File: src/rtl/pulse_sync_pkg.sv
// Shared constants for the toggle-based pulse handshake responder.
package pulse_sync_pkg;
  localparam int PCNT_W_DEF    = 4;
  localparam bit ACK_ON_ACCEPT = 1'b1;
  localparam bit ACK_ON_DETECT = 1'b0;
endpackage

File: src/rtl/tgl_edge_det.sv
// Toggle detector: one det per change of lvl, suppressed on the first cycle after reset.
module tgl_edge_det (
  input  logic clk,
  input  logic rst,
  input  logic lvl,
  output logic det
);
  logic armed;
  logic prev_lvl;

  // The first post-reset edge only captures the level, so a level already high
  // at release never counts as a toggle.
  always_ff @(posedge clk) begin
    if (rst) begin
      armed    <= 1'b0;
      prev_lvl <= 1'b0;
    end else begin
      armed    <= 1'b1;
      prev_lvl <= lvl;
    end
  end

  assign det = armed & (lvl ^ prev_lvl);
endmodule

File: src/rtl/pulse_ack_resp.sv
// Destination-end responder: toggles become queued valid/ready events, acks return as a toggle level.
module pulse_ack_resp
  import pulse_sync_pkg::*;
#(
  parameter int pCNT_W      = PCNT_W_DEF,
  parameter bit pACK_ON_ACC = ACK_ON_ACCEPT
) (
  input  logic              clk,
  input  logic              rst,
  input  logic              req_lvl,
  input  logic              evt_ready,
  input  logic              clr_ovf,
  output logic              evt_valid,
  output logic              ack_lvl,
  output logic [pCNT_W-1:0] pend_cnt,
  output logic              ovf
);
  localparam logic [pCNT_W-1:0] CNT_MAX = '1;

  logic              det;
  logic              acc;
  logic              sat;
  logic              drop;
  logic [pCNT_W-1:0] cnt_nxt;

  tgl_edge_det u_det (
    .clk (clk),
    .rst (rst),
    .lvl (req_lvl),
    .det (det)
  );

  assign acc  = evt_valid & evt_ready;
  assign sat  = (pend_cnt == CNT_MAX);
  assign drop = det & ~acc & sat;

  // A detect and an accept in the same cycle cancel, even when saturated.
  always_comb begin
    cnt_nxt = pend_cnt;
    case ({det, acc})
      2'b10:   if (!sat) cnt_nxt = pend_cnt + 1'b1;
      2'b01:   cnt_nxt = pend_cnt - 1'b1;
      default: cnt_nxt = pend_cnt;
    endcase
  end

  always_ff @(posedge clk) begin
    if (rst) begin
      pend_cnt  <= '0;
      evt_valid <= 1'b0;
      ovf       <= 1'b0;
      ack_lvl   <= 1'b0;
    end else begin
      pend_cnt  <= cnt_nxt;
      evt_valid <= (cnt_nxt != '0);
      ovf       <= drop | (ovf & ~clr_ovf);
      ack_lvl   <= ack_lvl ^ (pACK_ON_ACC ? acc : det);
    end
  end
endmodule
File: config.mk
export PLATFORM = sky130hd
export DESIGN_NAME = pulse_ack_resp
export DESIGN_NICKNAME = d
export VERILOG_FILES = /design/src/rtl/pulse_sync_pkg.sv /design/src/rtl/tgl_edge_det.sv /design/src/rtl/pulse_ack_resp.sv
export SDC_FILE = /design/constraint.sdc
export NUM_CORES = 1
export LEC_CHECK = 0
export ABC_AREA = 1
export BUFFER_PORTS_ARGS = -buffer_cell sky130_fd_sc_hd__buf_2
export CORE_AREA = 2 2 39 41
export CTS_CLUSTER_DIAMETER = 50
export DETAILED_ROUTE_END_ITERATION = 16
export DIE_AREA = 0 0 41 43
export SYNTH_ARGS = -nofsm -noshare
export SYNTH_HDL_FRONTEND = slang
export SYNTH_SLANG_ARGS = --single-unit
File: constraint.sdc
create_clock -name clk -period 1.7 [get_ports clk]
set_input_delay 0.425 -clock clk [delete_from_list [all_inputs] [get_ports clk]]
set_output_delay 0.425 -clock clk [all_outputs]
set_load 0.02 [all_outputs]
==> flow_summary.json, run 1 <==
{
  "status": "finished, final reports clean",
  "io_buffer_count": 11,
  "die_area_um2": 1760,
  "clock_path_buffers": 2,
  "maxSlewViolCount": 0,
  "slowest_stage": "ha_1",
  "fin_util": 0.467,
  "place_congestion": 0.802,
  "hold_viol": 0,
  "synth_area_leaders": "dfxtp_1 36%, nand2_1 15%, ha_1 10%",
  "place_inst": 109,
  "p_leak_nw": 0.355,
  "place_hpwl_um": 820,
  "cap_violations": 0,
  "wire_per_inst_um": 9.32,
  "area_growth_pct": 29.3,
  "synth.most_common_cell": "nand2_1",
  "power_density_nw_per_um2": 1260,
  "fp-row-count": 14,
  "crit_path_frequent_cell": "nand2_1",
  "ys_seq_area_frac": 0.361,
  "grt_start_max_net_pins": 10,
  "fill_cells": 153,
  "cts_root_buf": "clkbuf_4",
  "cts_buffers": 3,
  "grt_pass1_wl_mm": 1.73,
  "met2_length_um": 506,
  "core_um2": 1380,
  "cp_cell_sequence": "nand2_1 -> nand2_1 -> nor2_1 -> inv_1 -> ha_1 -> inv_1 -> nand2_1 -> nand2_1 -> nand2_1 -> o21ai_1 -> nand3_1",
  "synth_top_area_share": 0.361,
  "syn_area_um2": 499,
  "slowest_delay_ns": 0.33,
  "cp.arrival_ns": 1.68,
  "postLayoutCellArea_um2": 646,
  "avgSynthCellArea_um2": 6.57,
  "tightest_slew_ns": 0.256,
  "fin_cells": 113,
  "synth-seq-cells": 9,
  "top_layer": "met3",
  "drc_errors": 0,
  "p_total_mw": 0.816,
  "synth.distinct_cells": 12,
  "dr.first_iter.drc_count": 7,
  "drt.antenna.violating_nets": 0,
  "ys.flop_type": "dfxtp_1",
  "path_class": "reg2reg",
  "fin_crit_sh": 0.906,
  "clk_latency_ns": 0.26,
  "fmax_mhz": 649,
  "met3WireLength_um": 41,
  "min_path_type": "in2reg",
  "drive_gt1_frac": 0.206,
  "finalCriticalPeriod_ns": 1.54,
  "max_slew_margin": 0.829,
  "synth_edf_count": 0,
  "hold_buffers": 0,
  "synth_cells": 76,
  "synthTopCellsByCount": "20 x nand2_1, 13 x inv_1, 10 x nor2_1, 9 x dfxtp_1, 8 x nand3_1",
  "dr.pass1.iters": 4,
  "cts_resized": 0,
  "cp.required_ns": 1.84,
  "place_area_um2": 619,
  "clkSinkCount": 9,
  "post-cts-setup-buffers": 0,
  "routed_via_density": 4.57,
  "cp-start-kind": "flip-flop",
  "nets": 107,
  "chipWidth_um": 41,
  "io_pins": 12,
  "yosys.area.top_type": "dfxtp_1",
  "num_vias": 516,
  "overflow": 0,
  "antenna_cells": 0,
  "cts.clk_slew.worst_paths_ns": 0.06,
  "grt_pass1_vias": 450,
  "drt-met1-wl_um": 505,
  "chipHeight_um": 43,
  "cts_htree_levels": 1,
  "tritoncts": "done",
  "finalSetupViolCount": 0,
  "start_util": 0.361,
  "yosysWarnings": 0,
  "holdWs_ns": 0.390,
  "rsz0062_at_grt": "false",
  "antenna_found_initial": 0,
  "peakVddDrop_mv": 0.663,
  "endpoint_kind": "flip-flop",
  "routed_wl_mm": 1.05,
  "synth_nets": 85,
  "grt_use_total": 0.147,
  "async_reset_ff_frac": 0,
  "cp_max_fo": 5,
  "worst_clock_skew_ns": 0.000941
}
## registers in the layout (all words and copies together) (netlist names)
name            flops
evt_valid           1
u_det.armed         1
u_det.prev_lvl      1
ovf                 1
pend_cnt            4
ack_lvl             1
## cell type report
type                    count  area [um^2]  share of cell area
multi-input cells          54          270               0.419
flip-flops and latches      9          180               0.279
repair buffers             17          100               0.155
inverters                  13         48.8              0.0756
clock buffers               4         26.3              0.0407
well taps                  16         20.0              0.0310
## power by group
part | switching, mW | internal (mW) | total, mW
sequential | 0.0480 | 0.255 | 0.303
combinational | 0.207 | 0.144 | 0.351
clock | 0.0709 | 0.0902 | 0.161
total | 0.326 | 0.489 | 0.816
## worst paths after layout
check | from | endpoint | slack (ns) | cells after the start
hold / removal | req_lvl | u_det.prev_lvl | 0.39 | 3
hold reg to reg | ovf | ovf | 0.47 | 2
setup / recovery | u_det.prev_lvl | evt_valid | 0.16 | 11
setup reg to reg | u_det.prev_lvl | evt_valid | 0.16 | 11
## layer usage
layer / vias up / track usage
met5: - / 0
met1: 227 / 0.166
met3: 0 / 0.0942
li1: 281 / -
met2: 8 / 0.231
met4: 0 / 0.0200
## cells by family after synthesis
family                   synth area share
XOR/XNOR                           0.0175
buffers and inverters              0.0978
flip-flops                          0.361
AO/OA/AOI/OAI                       0.105
AND/OR/NAND/NOR                     0.318
adder cells (fa/ha/maj)             0.100
## layout by cell type (no fill, tap or decap)
cell type and instances:
buf_4 6, dfxtp_1 9, o21ai_0 3, a21oi_1 5, inv_1 13, o21ai_1 1
clkbuf_1 1, nand3_1 8, ha_1 4, xor2_1 1, nand4_1 1, o211ai_1 1
nor2_1 10, nand2_1 20, clkbuf_4 3, buf_2 11
## critical path: cells and delay by family, from the launching register on
kind	cells	cell delay, ns
buf+inv	2	0.15
compound gates	1	0.13
flops	1	0.31
fa+ha+maj	1	0.33
simple gates	7	0.49
## per-stage QoR
stage	setup slack [ns]	setup TNS, ns
2_1_floorplan	0.156	0
3_3_place_gp	-0.0161	-0.0388
3_5_place_dp	-0.0596	-0.0596
4_1_cts	0.154	0
5_1_grt	0.00483	0
6_report	0.160	0
No activity file was read; power rests on OpenSTA's default activity.
==> inputs of run 2 (changes only) <==
BUFFER_PORTS_ARGS = -buffer_cell sky130_fd_sc_hd__clkbuf_2   (was -buffer_cell sky130_fd_sc_hd__buf_2)
clock period = 1.54 ns   (was 1.7 ns; I/O delays follow)
==> run 2 against run 1 <==
Against the previous run:
- non-clock buffer count increased by 1
- power increased by 16%
- critical path depth unchanged
- cell count increased by 0.88%
- sequential share of layout area decreased by 1.3 points
- combinational power increased by 23%
- critical path type unchanged
==> flow_summary.json, run 2 (synthesis results as in run 1) <==
{
  "fp-row-count": 14,
  "grt_pass1_wl_mm": 1.97,
  "layout_setup_ws_ns": 0.108,
  "max_slew_margin": 0.835,
  "finalSetupViolCount": 0,
  "grt_pass1_vias": 483,
  "fin_cells": 114,
  "cts_root_buf": "clkbuf_4",
  "power_density_nw_per_um2": 1380,
  "grt_start_max_net_pins": 10,
  "chipHeight_um": 43,
  "chipWidth_um": 41,
  "num_vias": 513,
  "final_common_cell": "nand2_1",
  "drt-met1-wl_um": 498,
  "cp.required_ns": 1.68,
  "cp-start-kind": "flip-flop",
  "cap_violations": 0,
  "met2_length_um": 533,
  "min_path_type": "in2reg",
  "whs_path_depth": 3,
  "clock_path_buffers": 2,
  "wire_per_inst_um": 9.39,
  "peakVddDrop_mv": 0.787,
  "seq_area_um2": 181,
  "cp.arrival_ns": 1.57,
  "r2r_start": "u_det.prev_lvl",
  "antenna_found_initial": 0,
  "routed_wl_mm": 1.07,
  "drive_gt1_frac": 0.316,
  "start_util": 0.361,
  "p_leak_nw": 0.352,
  "antenna_cells": 0,
  "crit_buf_inv": 2,
  "endpoint_kind": "flip-flop",
  "die_area_um2": 1760,
  "place_congestion": 0.775,
  "hp-start": "req_lvl",
  "io_pins": 12,
  "final_cell_mix": "16 x nand2_1, 11 x inv_1, 11 x clkbuf_2, 9 x nor2_1",
  "cts.clk_slew.worst_paths_ns": 0.06,
  "finalCriticalPeriod_ns": 1.43,
  "crit_path_frequent_cell": "nand2_1",
  "nets": 108,
  "place_ws_ns": -0.198,
  "place_inst": 109,
  "cts_buffers": 3,
  "clkSinkCount": 9,
  "slowest_stage": "dfxtp_1",
  "largest_register_ffs": 4,
  "path_class": "reg2reg",
  "met3WireLength_um": 39,
  "cp_max_fo": 4,
  "maxSlewViolCount": 0,
  "area_growth_pct": 36.6,
  "dr.first_iter.drc_count": 4,
  "grt_use_total": 0.167,
  "crit_start": "u_det.prev_lvl",
  "drc_errors": 0,
  "clk_latency_ns": 0.25,
  "top_layer": "met3",
  "hold_viol": 0,
  "hold_end": "u_det.prev_lvl",
  "routed_via_density": 4.50,
  "cp_cell_sequence": "nand2_1 -> nand2_1 -> nor2_2 -> inv_2 -> ha_4 -> inv_2 -> nand2_2 -> nand2_2 -> nand2_1 -> o21ai_1 -> nand3_1",
  "drt.antenna.violating_nets": 0,
  "fill_cells": 167,
  "crit_family": "simple AND/OR/NAND/NOR gates",
  "multi_input_area_um2": 298,
  "slowest_delay_ns": 0.31,
  "rsz0062_at_grt": "false",
  "core_um2": 1380,
  "reg2reg_depth": 11,
  "cts_htree_levels": 1,
  "regToRegSetupSlack_ns": 0.11,
  "fin_util": 0.493,
  "place_hpwl_um": 834,
  "io_buffer_count": 11,
  "fin_crit_sh": 0.930,
  "fmax_mhz": 698,
  "reg2reg_to": "evt_valid",
  "p_total_mw": 0.944,
  "largest_register": "pend_cnt",
  "status": "finished, final reports clean",
  "tightest_slew_ns": 0.247,
  "tns_ns": 0,
  "overflow": 0,
  "hold_buffers": 0,
  "tritoncts": "done",
  "worst_clock_skew_ns": 0.00142,
  "dr.pass1.iters": 3
}
==> run 2: worst max path at each step <==
stage	end	slack, ns	cells past startpoint
floorplan	evt_valid	0.04	11
global placement	evt_valid	-0.16	12
detailed placement	evt_valid	-0.20	12
CTS	evt_valid	0.08	11
global route	evt_valid	0.002	9
finish	evt_valid	0.11	11
==> run 2: routing by layer <==
metal,vias up,track usage
met4,0,0.0400
met1,224,0.197
li1,283,-
met2,6,0.253
met5,-,0
met3,0,0.0942
==> run 2: power by group <==
group	switching, mW	internal [mW]
sequential	0.0537	0.283
combinational	0.247	0.186
clock	0.0752	0.0994
total	0.376	0.568
==> run 2: stage by stage <==
step                instance area [um^2]  hold WS (ns)
floorplan                            499         0.454
global placement                     619         0.451
detailed placement                   619         0.456
CTS                                  658         0.336
global route                         682         0.357
finish                               682         0.344
==> run 2: final cells by class <==
type | instances | share of cell area
Timing Repair Buffer | 18 | 0.158
Multi-Input combinational cell | 54 | 0.437
Sequential cell | 9 | 0.266
Inverter | 13 | 0.0716
Tap cell | 16 | 0.0294
Clock buffer | 4 | 0.0385
==> run 2: timing repair <==
item / 4_1_cts / 5_1_grt
endpoints found under the hold margin: 0 / 0
buffers inserted: 0 / 1
resized for setup: 1 / 9
pin swaps: 0 / 2
setup endpoints to repair: 1 / 2
==> run 2: worst register-to-register path: cells and delay by family (launching register included) <==
kind	cells	cell delay, ns
flops	1	0.31
buf+inv	2	0.13
simple gates	7	0.55
fa+ha+maj	1	0.23
compound gates	1	0.11
